File: src/rtl/wb_pkg.sv
// Shared types and CSR addresses for the writeback-stage controller.
package wb_pkg;

  typedef enum logic [2:0] {
    WB_ALU  = 3'b000,
    WB_LOAD = 3'b110,
    WB_CSR  = 3'b111
  } wb_src_e;

  typedef enum logic {
    IDLE,
    WAIT_LOAD
  } wb_state_e;

  localparam logic [11:0] CSR_CYCLE    = 12'hC00;
  localparam logic [11:0] CSR_CYCLEH   = 12'hC80;
  localparam logic [11:0] CSR_INSTRET  = 12'hC02;
  localparam logic [11:0] CSR_INSTRETH = 12'hC82;
  localparam logic [11:0] CSR_LSTALL   = 12'hC03;
  localparam logic [11:0] CSR_LSTALLH  = 12'hC83;

endpackage

File: src/rtl/csr_counter.sv
// Free-running user counter: async active-low clear, increment enable, wraps silently.
module csr_counter #(
  parameter int unsigned CNT_W = 64
) (
  input  logic             clk_i,
  input  logic             rst_ni,
  input  logic             inc_i,
  input  logic             ld_i,
  input  logic [CNT_W-1:0] ld_val_i,
  output logic [CNT_W-1:0] cnt_o
);

  logic [CNT_W-1:0] cnt_d, cnt_q;

  // Load seeds the count (debug / unit bring-up); it overrides increment.
  always_comb begin
    cnt_d = cnt_q;
    if (ld_i) begin
      cnt_d = ld_val_i;
    end else if (inc_i) begin
      cnt_d = cnt_q + CNT_W'(1);
    end
  end

  always_ff @(posedge clk_i or negedge rst_ni) begin
    if (!rst_ni) begin
      cnt_q <= '0;
    end else begin
      cnt_q <= cnt_d;
    end
  end

  assign cnt_o = cnt_q;

endmodule

File: src/rtl/wb_csr_ctrl.sv
// Writeback-stage controller: WB source select, load-wait stall, RF write gating,
// and the cycle / instret / load-stall user counters behind the CSR read mux.
module wb_csr_ctrl
  import wb_pkg::*;
#(
  parameter int unsigned XLEN  = 32,
  parameter int unsigned CNT_W = 64
) (
  input  logic            clk,
  input  logic            rst,
  input  logic            valid_W,
  input  logic            is_load_W,
  input  logic            is_csr_W,
  input  logic            reg_wen_req_W,
  input  logic [4:0]      rd_W,
  input  logic [11:0]     csr_addr_W,
  input  logic            dm_rvalid,
  output logic [2:0]      WB_data_src_W,
  output logic [XLEN-1:0] CSR_cyc,
  output logic            rf_we,
  output logic [4:0]      rf_waddr,
  output logic            wb_stall,
  output logic            retire
);

  wb_state_e        state_d, state_q;
  wb_src_e          src;
  logic [CNT_W-1:0] cyc_cnt, inst_cnt, lst_cnt;
  logic [XLEN-1:0]  csr_rd;

  // Stall is combinational so a load whose data is already valid costs no cycles.
  assign wb_stall = rst & valid_W & is_load_W & ~dm_rvalid;
  assign retire   = rst & valid_W & ~wb_stall;
  assign rf_we    = retire & reg_wen_req_W & (rd_W != 5'd0);
  assign rf_waddr = rd_W;

  always_comb begin
    src = WB_ALU;
    if (is_load_W) begin
      src = WB_LOAD;
    end else if (is_csr_W) begin
      src = WB_CSR;
    end
    WB_data_src_W = rst ? src : WB_ALU;
  end

  // Leaving WAIT_LOAD on any stall drop also covers valid_W falling mid-wait.
  always_comb begin
    state_d = state_q;
    unique case (state_q)
      IDLE:      if (wb_stall) state_d = WAIT_LOAD;
      WAIT_LOAD: if (!wb_stall) state_d = IDLE;
      default:   state_d = IDLE;
    endcase
  end

  always_ff @(posedge clk or negedge rst) begin
    if (!rst) begin
      state_q <= IDLE;
    end else begin
      state_q <= state_d;
    end
  end

  csr_counter #(.CNT_W(CNT_W)) u_cycle (
    .clk_i(clk), .rst_ni(rst), .inc_i(1'b1),
    .ld_i(1'b0), .ld_val_i('0), .cnt_o(cyc_cnt)
  );

  csr_counter #(.CNT_W(CNT_W)) u_instret (
    .clk_i(clk), .rst_ni(rst), .inc_i(retire),
    .ld_i(1'b0), .ld_val_i('0), .cnt_o(inst_cnt)
  );

  csr_counter #(.CNT_W(CNT_W)) u_lstall (
    .clk_i(clk), .rst_ni(rst), .inc_i(wb_stall),
    .ld_i(1'b0), .ld_val_i('0), .cnt_o(lst_cnt)
  );

  always_comb begin
    csr_rd = '0;
    unique case (csr_addr_W)
      CSR_CYCLE:    csr_rd = cyc_cnt[0 +: XLEN];
      CSR_CYCLEH:   csr_rd = cyc_cnt[XLEN +: XLEN];
      CSR_INSTRET:  csr_rd = inst_cnt[0 +: XLEN];
      CSR_INSTRETH: csr_rd = inst_cnt[XLEN +: XLEN];
      CSR_LSTALL:   csr_rd = lst_cnt[0 +: XLEN];
      CSR_LSTALLH:  csr_rd = lst_cnt[XLEN +: XLEN];
      default:      csr_rd = '0;
    endcase
    CSR_cyc = rst ? csr_rd : '0;
  end

endmodule

File: config.mk
export PLATFORM = sky130hd
export DESIGN_NAME = wb_csr_ctrl
export DESIGN_NICKNAME = d
export VERILOG_FILES = /design/src/rtl/wb_pkg.sv /design/src/rtl/csr_counter.sv /design/src/rtl/wb_csr_ctrl.sv
export SDC_FILE = /design/constraint.sdc
export NUM_CORES = 1
export LEC_CHECK = 0
export CORE_MARGIN = 2
export CORE_UTILIZATION = 51
export DETAILED_ROUTE_END_ITERATION = 7
export PLACE_DENSITY = 0.7
export SLEW_MARGIN = 10
export SYNTH_ARGS = -nofsm -noshare
export SYNTH_HDL_FRONTEND = slang
export SYNTH_SLANG_ARGS = --single-unit
File: constraint.sdc
create_clock -name clk -period 2.65 [get_ports clk]
set_clock_uncertainty 0.2 [all_clocks]
set_input_delay 0.3975 -clock clk [delete_from_list [all_inputs] [get_ports clk]]
set_output_delay 0.3975 -clock clk [all_outputs]
set_load 0.005 [all_outputs]
# == Yosys cells after proc, flatten, opt, wreduce, memory -nomap -nowiden ==
# Index checks and enable logic that the tools add are counted.
# op_classes
add_sub_neg,3
multipliers,0
div_mod_pow,0
n_lt_le_gt_ge,0
eq_ne,6
n_shift,0
muxes,5
bitwise_logic,8
n_reduce_logical,1
# ops
operator,count
64-bit by 1-bit adder with 64-bit output (second input constant),3
32-bit one-hot mux with 6 select lines,1
12-bit equality test (second input constant),6
32-bit 2-to-1 mux,1
3-bit 2-to-1 mux,3
1-bit bitwise AND,6
5-bit nonzero test,1
1-bit NOT,2
# totals
reg_bits,192
latchBits,0
ram_bits,0
mem_bits_ro,0
in_bits,24
out_inout_bits,43
elab_cells,26
n_memories,0

# == Longest topological paths before layout ==
# Gate-level depths: netlist of the first run.
# depth
ltp_word,7
ltp_mapped,7
mapped_depth_nobuf,6

# == By module ==
# From an unflattened synthesis of the first run, not the netlist that was laid out.
# unflattened
cells_unflattened,1512
area_unflattened_um2,13185.1
# modules_own_cells
mod,instances,cells_each,area_each_um2,seq_area_each_um2
csr_counter,3,422,3748.6,1601.5
wb_csr_ctrl,1,246,1939.4,0.0

# == Worst setup path before layout of the first run ==
# No wires, ideal clock.
# synth_timing
path_type,input -> output
startpoint,in csr_addr_W[7]
endpoint,out CSR_cyc[28]
arrival_time_ns,1.886
required_time_ns,2.053
path_slack_ns,0.167
cell_stages,5
path_cell_list,buf_1 buf_2 mux2_2 a222oi_1 nor2_1
# synth_between
elab_chain_len,3
elab_cells_between_ends,8
# synth_rtl
element,line_no,rtl
from (decl),wb_csr_ctrl.sv:16,"input logic [11:0] csr_addr_W,"
12-bit equality test,wb_csr_ctrl.sv:82,unique case (csr_addr_W)
32-bit one-hot mux with 6 select lines (*),wb_csr_ctrl.sv:82,
32-bit 2-to-1 mux (*),wb_csr_ctrl.sv:91,CSR_cyc = rst ? csr_rd : '0;
to (decl),wb_csr_ctrl.sv:19,"output logic [XLEN-1:0] CSR_cyc,"
# Mark *: on every way between the ends. The rest lies on a longest branch, timed or not.

# == Final worst setup path of the first run ==
# layout_timing
startpoint,reg u_lstall.cnt_q[17] (netlist: u_lstall.cnt_o[17])
endpoint,out CSR_cyc[17]
# layout_between
elab_chain_len,2
# layout_rtl
element,line_no,rtl
from (decl),csr_counter.sv:13,"logic [CNT_W-1:0] cnt_d, cnt_q;"
from (signal assigned),csr_counter.sv:29,cnt_q <= cnt_d;
32-bit one-hot mux with 6 select lines,wb_csr_ctrl.sv:82,
32-bit 2-to-1 mux,wb_csr_ctrl.sv:91,
# No other way between the ends.

==> results of run 1 <==
==> power groups by stage <==
stage,Sequential [uW],Combinational [uW],Clock [uW]
after detailed placement,3190,472,0
after global placement,3180,463,0
final,3100,592,2650
after global routing,3110,644,2830
after floorplan,3130,260,0
after CTS,3100,589,2690
==> cell families after synthesis <==
group                      synth area share
and+or+nand+nor                       0.240
AOI/OAI and AO/OA                    0.0419
xor gates and xnor gates              0.155
muxes                                0.0739
DFF                                   0.452
adders and majority gates           0.00353
buffers and inverters                0.0335
==> per-stage QoR <==
| step | power [uW] | cell area [um2] | utilization |
|---|---|---|---|
| 6_report | 6340 | 13000 | 0.637 |
| 5_1_grt | 6580 | 13000 | 0.637 |
| 4_1_cts | 6370 | 13000 | 0.636 |
| 3_5_place_dp | 3660 | 12100 | 0.592 |
| 3_3_place_gp | 3650 | 12100 | 0.592 |
| 2_1_floorplan | 3390 | 10600 | - |
==> synth_stat cells (all sizes together) <==
library cell / count
a222oi: 23
a22oi: 9
and2: 2
and3: 18
and3b: 1
and4: 17
and4b: 1
buf: 18
clkbuf: 32
dfrtp: 192
ha: 3
inv: 32
mux2: 31
mux2i: 23
mux4: 9
nand2: 94
nand2b: 1
nand3: 67
nand4: 79
nor2: 100
nor2b: 2
nor3: 51
nor3b: 2
nor4: 27
nor4b: 4
o21a: 1
o21ai: 26
o311a: 1
or3: 5
or4: 6
xnor2: 96
xor2: 92
==> routing by layer <==
layer  vias to the layer above  track usage
met5                         -            0
met2                       365        0.464
met1                      4355        0.371
li1                       4104            -
met3                        61       0.0466
met4                         0       0.0957
==> layout by cell type (no fill, tap or decap), types with 3 or more instances in the layout <==
master,count
nor4_1,20
a22oi_2,4
mux2i_1,22
or3_1,4
xor2_1,92
o21ai_0,18
inv_1,32
inv_6,4
dfrtp_2,18
nand4_1,74
a22oi_1,5
nor3_1,50
nor2_1,99
nand4_2,4
buf_4,103
nand2_1,94
xnor2_1,96
o21ai_1,8
nor4_4,4
nand3_1,67
a222oi_1,23
dfrtp_1,174
or4_1,5
clkinv_4,5
clkdlybuf4s50_1,61
mux4_2,9
clkbuf_16,17
and4_1,17
ha_1,3
and3_1,16
nor4_2,3
buf_12,6
mux2_2,31
==> worst reg2reg max path: cells and delay by family, from the launching register on <==
kind | cells | cell delay (ns)
and+or+nand+nor | 4 | 1.14
DFF | 1 | 0.46
buffers and inverters | 2 | 0.39
xor gates and xnor gates | 1 | 0.20
==> how the worst max path moves through the flow <==
stage,startpoint,end,slack (ns)
6_report,u_lstall.cnt_o[17],CSR_cyc[17],-0.16
3_3_place_gp,csr_addr_W[1],CSR_cyc[13],-0.14
5_1_grt,csr_addr_W[3],CSR_cyc[11],-0.25
2_1_floorplan,csr_addr_W[7],CSR_cyc[28],0.17
3_5_place_dp,csr_addr_W[1],CSR_cyc[13],-0.15
4_1_cts,csr_addr_W[6],CSR_cyc[28],-0.08
==> flip-flops by register name, summed over array words and instances (netlist names) <==
signal	cells
u_cycle.cnt_o	64
u_lstall.cnt_o	64
u_instret.cnt_o	64
==> final cells by class <==
| class | instances | area (um2) | share of cell area |
|---|---|---|---|
| Tap cell | 270 | 338 | 0.0260 |
| Clock buffer | 17 | 425 | 0.0328 |
| Inverter | 32 | 120 | 0.00926 |
| Multi-Input combinational cell | 791 | 5520 | 0.425 |
| Sequential cell | 192 | 4830 | 0.372 |
| Clock inverter | 15 | 176 | 0.0136 |
| Timing Repair Buffer | 176 | 1570 | 0.121 |
==> what timing repair did <==
| action | CTS | global route |
|---|---|---|
| endpoints found under the setup margin | 32 | 34 |
| hold endpoints to repair | 59 | 0 |
| buffers inserted | 29 | 0 |
| hold buffers | 1 | 0 |
| gates resized for setup | 38 | 5 |
| pin swaps | 8 | 2 |
==> metrics.cfg, run 1 <==
[sta]
drv_slew = 0
finalHoldViolations = 0
rsz0062_at_grt = yes
fin_crit_sh = 1.06
fin_hold_ws_ns = 0.272
tightest_slew_ns = 0.922
min_period_ns = 2.81
finalSetupViolations = 31
setup_tns_ns = -1.49
fmax_mhz = 355
setup_slack_ns = -0.163
slew_headroom = 0.385

[floorplan]
die_h_um = 148
die_w_um = 148
ios = 67
dieArea_um2 = 22000
coreArea_um2 = 20400
rows = 52
initial_core_util = 0.522

[min_path]
min_path_type = register to register
hp-start = u_cycle.cnt_o[63]
hold_depth = 1
hold_end = u_cycle.cnt_o[63]

[grt]
gr-total-overflow = 0
grt_pass1_vias = 8899
antenna_found_initial = 0
grt.total_usage = 0.278
grt_pass1_wl_um = 47700
grt_max_degree = 73

[critical_path]
regToRegSetupSlack_ns = 0.19
critPathBufInv = 1
reg2reg_depth = 7
slowest_stage = dfrtp_1
critPathRequiredTime_ns = 2.05
critical_path.top_delay_family = compound AO/OA/AOI/OAI gates
cp.depth = 5
cp_max_fo = 4
worstPathArrival_ns = 2.22
cp_cell_sequence = mux2i_1 > o21ai_1 > a222oi_1 > nor2_1 > clkdlybuf4s50_1
critPathCaptureType = output port
critPathKind = register to output port
critPathLaunchType = register
slowest_delay_ns = 0.46
timing.rr.end = u_instret.cnt_o[59]
crit-reg2reg-launch = u_instret.cnt_o[4]

[synth]
ys_seq_area_frac = 0.452
synth_top_cell_area_share = 0.452
yosys-top-cells-area = dfrtp_1, xnor2_1, xor2_1
avgSynthCellArea_um2 = 9.98
synth_cells = 1065
synth-seq-cells = 192
yosysTopAreaCell = dfrtp_1
synth.distinct_cells = 47
netlist_area_um2 = 10600
syn_nets = 1092
yosysWarningCount = 0

[finish]
area_delta_synth_final_pct = 22.1
num-fill-cells = 1642
fin_nets = 1237
final_cells = 1493
drive_above_1_share = 0.186
n_antenna_cell = 0

[drt]
firstDrtPassIters = 8
dr.first_iter.drc_count = 892
dr_wl_met3_um = 2060
highest_layer = met4
drtAntennaViolNets = 0
drcViolationCount = 0
vias = 8885
wl_met2_um = 14400
routedWlPerCell_um = 19.8
wirelength_um = 29600
wirelength_met1_um = 12400
vias_per_cell = 5.95

[place]
placedCellCount = 1431
io_buffer_count = 66
dp_slack_ns = -0.149
dp_hpwl_um = 21900
place_congestion = 0.919

[clock_tree]
numCtsBuffers = 17
cts_tree = done
clock_path_buffers = 2
cts_sinks = 192
insertion_delay_ns = 0.44
h-tree-depth = 4
clk_pin_slew_worst_paths_ns = 0.07
clk_root_buffer_cell = clkbuf_16

[pwr]
peakVddDrop_uv = 428
share_comb_of_total_power = 0.093
switching_power_uw = 1630
internal_power_uw = 4710
power_density_nw_per_um2 = 489
pwr-share-seq = 0.489
clkPwrFrac = 0.418
p_sw_frac = 0.257
cellLeakagePower_uw = 0.00584

[outcome]
outcome = finished, violations left
violations = negative setup slack

[run]
cap_violations = 0

(Power assumes the default switching activity.)
==> run 2, diff against run 1 <==
GPL_TIMING_DRIVEN = 0   (was not set)
TNS_END_PERCENT = 5   (was not set)
==> metrics.cfg, run 2 (synthesized netlist as in run 1, its figures left out) <==
[sta]
setup_slack_ns = -0.181  ; was -0.163 ns
fmax_mhz = 353  ; was 355 MHz
finalHoldViolations = 0  ; unchanged
slew_headroom = 0.454  ; was 0.385
tightest_slew_ns = 0.813  ; was 0.922 ns
drv_slew = 0  ; unchanged
rsz0062_at_grt = yes  ; unchanged
finalSetupViolations = 4  ; was 31
min_period_ns = 2.83  ; was 2.81 ns
fin_crit_sh = 1.07  ; was 1.06

[critical_path]
critPathCaptureType = output port  ; unchanged
cp_max_fo = 10  ; was 4
worstPathArrival_ns = 2.23  ; was 2.22 ns
reg2reg_depth = 6  ; was 7
critPathKind = primary input to output port  ; was register to output port
critPathRequiredTime_ns = 2.05  ; about the same
critPathLaunchType = primary input  ; was register

[grt]
grt_pass1_wl_um = 48200  ; was 47700 um
antenna_found_initial = 0  ; unchanged
grtUsageMet2 = 0.462  ; was 0.464
gr-usage-met3 = 0.0442  ; was 0.0466
grt_pass1_vias = 8684  ; was 8899
grt.total_usage = 0.283  ; was 0.278
grt_most_used_layer = met2  ; unchanged
gr-total-overflow = 0  ; unchanged
grt_max_degree = 51  ; was 73
met1_usage = 0.391  ; was 0.371

[floorplan]
die_h_um = 148  ; unchanged
initial_core_util = 0.522  ; unchanged
rows = 52  ; unchanged
ios = 67  ; unchanged
dieArea_um2 = 22000  ; unchanged
die_w_um = 148  ; unchanged
coreArea_um2 = 20400  ; unchanged

[place]
dp_hpwl_um = 21300  ; was 21900 um
dp_slack_ns = -1.54  ; was -0.149 ns
io_buffer_count = 64  ; was 66
placed_area_um2 = 11600  ; was 12100 um2
place_congestion = 0.907  ; was 0.919

[finish]
num-fill-cells = 1666  ; was 1642
ff_latch_area_um2 = 4810  ; was 4830 um2
final_common_cell = dfrtp_1  ; unchanged
final_cell_area_um2 = 12700  ; was 13000 um2
multi_input_area_um2 = 5620  ; was 5520 um2
most-common-layout-cells = dfrtp_1, xnor2_1, nand2_1, xor2_1, nor2_1  ; was dfrtp_1, buf_4, nor2_1, xnor2_1, nand2_1
n_antenna_cell = 0  ; unchanged
drive_above_1_share = 0.133  ; was 0.186
area_delta_synth_final_pct = 19.3  ; was 22.1%
fin_nets = 1185  ; was 1237

[outcome]
violations = design-rule violations, negative setup slack  ; was negative setup slack
outcome = finished, violations left  ; unchanged

[clock_tree]
numCtsBuffers = 17  ; unchanged
insertion_delay_ns = 0.43  ; was 0.44 ns
cts_sinks = 192  ; unchanged
clk_root_buffer_cell = clkbuf_16  ; unchanged
h-tree-depth = 4  ; unchanged
clock_path_buffers = 2  ; unchanged
clk_pin_slew_worst_paths_ns = 0.06  ; was 0.07 ns
cts_tree = done  ; unchanged

[drt]
wirelength_um = 30100  ; was 29600 um
drtAntennaViolNets = 0  ; unchanged
firstDrtPassIters = 8  ; unchanged
vias = 8779  ; was 8885
vias_per_cell = 6.10  ; was 5.95
drcViolationCount = 5  ; was 0
routedWlPerCell_um = 20.9  ; was 19.8 um
dr.first_iter.drc_count = 943  ; was 892

[pwr]
power_density_nw_per_um2 = 498  ; was 489 nW/um2
peakVddDrop_uv = 397  ; was 428 uV
cellLeakagePower_uw = 0.00583  ; was 0.00584 uW

[run]
cap_violations = 0  ; unchanged

[min_path]
hold_depth = 1  ; unchanged
min_path_type = register to register  ; unchanged

==> run 2: cell types whose count changed in the layout (fill, tap and decap cells not counted), sizes merged <==
cell           change
dlygate4sd3        +2
clkbuf            +33
inv                -6
dlymetal6s2s       +6
clkinvlp           -1
bufinv             +1
clkdlybuf4s50     -27
buf               -83
dlygate4sd2       +20
bufbuf             +2
==> run 2: per-stage QoR <==
step / hold WS, ns / TNS [ns] / cells / total power [uW] / utilization
final: 0.276 / -0.507 / 1440 / 6310 / 0.623
after global routing: 0.282 / -1.21 / 1440 / 6510 / 0.623
after CTS: 0.268 / -1.54 / 1440 / 6310 / 0.617
after detailed placement: 0.256 / -62.41 / 1400 / 3620 / 0.572
after global placement: 0.258 / -2648.32 / 1399 / 3600 / 0.570
after floorplan: -0.0981 / 0 / 1065 / 3390 / -
==> run 2: power breakdown <==
| part | internal (uW) | leakage (uW) | switching [uW] |
|---|---|---|---|
| Combinational | 243 | 0.00298 | 281 |
| Clock | 1530 | 0.000290 | 1140 |
| Sequential | 3000 | 0.00255 | 117 |
| Total | 4780 | 0.00583 | 1530 |
==> run 2: worst max-delay path, cell delays in order <==
cell and delay [ns]:
buf_4 0.15, buf_12 0.17, buf_6 0.18, mux2_2 0.38, a222oi_1 0.42, nor2_1 0.08
clkdlybuf4s50_1 0.46
==> run 2: cell type report <==
| cell class | instances | area share |
|---|---|---|
| Inverter | 32 | 0.00947 |
| Sequential cell | 192 | 0.379 |
| Multi-Input combinational cell | 791 | 0.443 |
| Tap cell | 270 | 0.0266 |
| Clock buffer | 22 | 0.0366 |
| Buffer | 50 | 0.0269 |
| Clock inverter | 9 | 0.0106 |
| Timing Repair Buffer | 74 | 0.0678 |
==> run 2: metal layers <==
metal	wire, um	part of all wire	up-vias
met1	12700	0.42	4381
met3	1980	0.066	51
met2	14700	0.49	354
met5	0	0	-
met4	757	0.025	0
li1	-	-	3993
==> run 2: final timing paths <==
| check | endpoint | slack, ns | startpoint |
|---|---|---|---|
| worst max-delay path | CSR_cyc[28] | -0.18 | csr_addr_W[7] |
| worst min-delay path | u_lstall.cnt_o[63] | 0.28 | u_lstall.cnt_o[63] |
| worst max register to register | u_instret.cnt_o[63] | 0.09 | u_instret.cnt_o[42] |
| worst min register to register | u_lstall.cnt_o[63] | 0.28 | u_lstall.cnt_o[63] |
| max in group asynchronous | u_cycle.cnt_o[31] | 1.27 | rst |
| min in group asynchronous | u_lstall.cnt_o[53] | 0.49 | rst |
==> run 2: timing repair <==
item | in CTS | in global routing
setup buffers | 1 | 0
gates resized for setup | 94 | 36
pin swaps | 8 | 5
endpoints found under the setup margin | 53 | 53
endpoints found under the hold margin | 143 | 0
cloned | 2 | 0
hold buffers | 6 | 0
==> run 3, diff against run 2 <==
clock period = 3.3 ns   (was 2.65 ns; I/O delays follow)
==> metrics.cfg, run 3 (synthesized netlist as in run 1, its figures left out) <==
[sta]
fin_crit_sh = 0.986
fin_hold_ws_ns = 0.0213  ; was 0.276 ns
fmax_mhz = 307
slew_headroom = 0.458  ; was 0.454
rsz0062_at_grt = no  ; was yes
finalHoldViolations = 0  ; unchanged
finalSetupViolations = 0  ; was 4
drv_slew = 0  ; unchanged
tightest_slew_ns = 0.807  ; was 0.813 ns
min_period_ns = 3.25

[place]
placed_area_um2 = 11600  ; unchanged
io_buffer_count = 64  ; unchanged
dp_hpwl_um = 21300  ; unchanged
place_congestion = 0.907  ; unchanged

[clock_tree]
insertion_delay_ns = 0.44  ; was 0.43 ns
clock_path_buffers = 2  ; unchanged
cts_sinks = 192  ; unchanged
clk_root_buffer_cell = clkbuf_16  ; unchanged
clk_pin_slew_worst_paths_ns = 0.07  ; was 0.06 ns
cts_tree = done  ; unchanged
numCtsBuffers = 17  ; unchanged
h-tree-depth = 4  ; unchanged

[grt]
grt_pass1_vias = 8684  ; unchanged
antenna_found_initial = 0  ; unchanged
gr-total-overflow = 0  ; unchanged
grt_max_degree = 51  ; unchanged
grt_pass1_wl_um = 47900  ; was 48200 um
grtUsageMet2 = 0.459  ; was 0.462
grt_most_used_layer = met2  ; unchanged
gr-usage-met3 = 0.0448  ; was 0.0442
grt.total_usage = 0.281  ; was 0.283
met1_usage = 0.386  ; was 0.391

[critical_path]
timing.rr.end = u_instret.cnt_o[59]  ; was u_instret.cnt_o[63]
cp_common_cell = buf_6
regToRegSetupSlack_ns = 0.51  ; was 0.09 ns
critPathBufInv = 4  ; unchanged
slowest_delay_ns = 0.46  ; about the same
slowest_stage = clkdlybuf4s50_1  ; unchanged
critPathRequiredTime_ns = 2.60  ; was 2.05 ns
critPathCaptureType = output port  ; unchanged
cp_cell_sequence = clkdlybuf4s15_2 > buf_6 > buf_6 > mux2_2 > a222oi_1 > nor2_1 > clkdlybuf4s50_1  ; was buf_4 > buf_12 > buf_6 > mux2_2 > a222oi_1 > nor2_1 > clkdlybuf4s50_1
critPathLaunchType = primary input  ; unchanged
crit-reg2reg-launch = u_instret.cnt_o[4]  ; was u_instret.cnt_o[42]
critical_path.top_delay_family = buffers and inverters  ; unchanged
worstPathArrival_ns = 2.56  ; was 2.23 ns
reg2reg_depth = 6  ; unchanged
cp_max_fo = 10  ; unchanged
critPathKind = primary input to output port  ; unchanged

[floorplan]
rows = 52  ; unchanged
ios = 67  ; unchanged
coreArea_um2 = 20400  ; unchanged
dieArea_um2 = 22000  ; unchanged
die_w_um = 148  ; unchanged
die_h_um = 148  ; unchanged
initial_core_util = 0.522  ; unchanged

[run]
cap_violations = 0  ; unchanged

[finish]
most-common-layout-cells = dfrtp_1, nor2_1, xnor2_1, nand2_1, xor2_1  ; was dfrtp_1, xnor2_1, nand2_1, xor2_1, nor2_1
drive_above_1_share = 0.104  ; was 0.133
n_antenna_cell = 0  ; unchanged
final_cell_area_um2 = 12500  ; was 12700 um2
final_common_cell = dfrtp_1  ; unchanged
fin_nets = 1186  ; was 1185
num-fill-cells = 1693  ; was 1666
area_delta_synth_final_pct = 17.7  ; was 19.3%

[drt]
wirelength_um = 29700  ; was 30100 um
vias = 8700  ; was 8779
drcViolationCount = 0  ; was 5
firstDrtPassIters = 8  ; unchanged
dr.first_iter.drc_count = 946  ; was 943
vias_per_cell = 6.04  ; was 6.10
routedWlPerCell_um = 20.6  ; was 20.9 um
drtAntennaViolNets = 0  ; unchanged

[pwr]
clkPwrFrac = 0.424  ; was 0.423
finalPower_uw = 5050  ; was 6310 uW
pwr-share-seq = 0.496  ; was 0.494
power_density_nw_per_um2 = 404  ; was 498 nW/um2
p_sw_frac = 0.241  ; was 0.243
internal_power_uw = 3830  ; was 4780 uW
switching_power_uw = 1220  ; was 1530 uW
peakVddDrop_uv = 318  ; was 397 uV
cellLeakagePower_uw = 0.00554  ; was 0.00583 uW
share_comb_of_total_power = 0.080  ; was 0.083

[outcome]
outcome = completed  ; was finished, violations left

[min_path]
min_path_type = primary input to asynchronous set/reset pin  ; was register to register

## run 3: cell count changes in the layout (fill, tap and decap cells not counted), sizes merged
| cell | before | now |
|---|---|---|
| clkdlybuf4s50 | 34 | 62 |
| dlygate4sd2 | 22 | 0 |
| dlymetal6s2s | 6 | 0 |
| buf | 28 | 24 |
| clkbuf | 51 | 55 |
| clkdlybuf4s15 | 0 | 1 |
## run 3: layer usage
layer / routed length, um / share of wire / up-vias
li1: - / - / 4013
met1: 12500 / 0.42 / 4307
met2: 14400 / 0.48 / 333
met3: 2060 / 0.069 / 47
met4: 765 / 0.026 / 0
met5: 0 / 0 / -
## run 3: how the worst max path moves through the flow
stage                              from          end  slack [ns]  depth (start not counted)
after detailed placement  csr_addr_W[7]  CSR_cyc[28]       -1.08                          7
after CTS                 csr_addr_W[7]  CSR_cyc[28]        0.02                          7
after floorplan           csr_addr_W[7]  CSR_cyc[28]        0.62                          5
after global routing      csr_addr_W[1]  CSR_cyc[17]      0.0002                          7
final                     csr_addr_W[7]  CSR_cyc[28]        0.05                          7
after global placement              rst  CSR_cyc[17]       -8.28                          5
## run 3: per-stage QoR
step                setup WS, ns   TNS, ns  cells   util
finish                    0.0456         0   1441  0.614
global route            0.000186         0   1441  0.614
detailed placement         -1.08    -22.22   1400  0.572
global placement           -8.28  -2454.23   1399  0.570
CTS                       0.0186         0   1441  0.614
floorplan                  0.622         0   1065      -
## run 3: final cells by class
class                           instances  area [um2]  share of cell area
Buffer                                 50         270              0.0216
Clock buffer                           22         464              0.0371
Clock inverter                          9         134              0.0107
Inverter                               32         120             0.00960
Multi-Input combinational cell        791        5480               0.438
Sequential cell                       192        4800               0.384
Tap cell                              270         338              0.0270
Timing Repair Buffer                   75         900              0.0719
## run 3: power by group through the flow
stage               combinational [uW]  clock (uW)  sequential [uW]
CTS                                406        2150             2500
floorplan                          209           0             2510
finish                             406        2140             2500
global placement                   353           0             2540
global route                       444        2260             2510
detailed placement                 364           0             2540
## run 3: timing repair
item,4_1_cts,5_1_grt
cloned,2,0
setup endpoints to repair,34,12
endpoints found under the hold margin,94,0
pin swaps,2,0
hold buffers,7,0
setup buffers,1,0
resized for setup,26,4
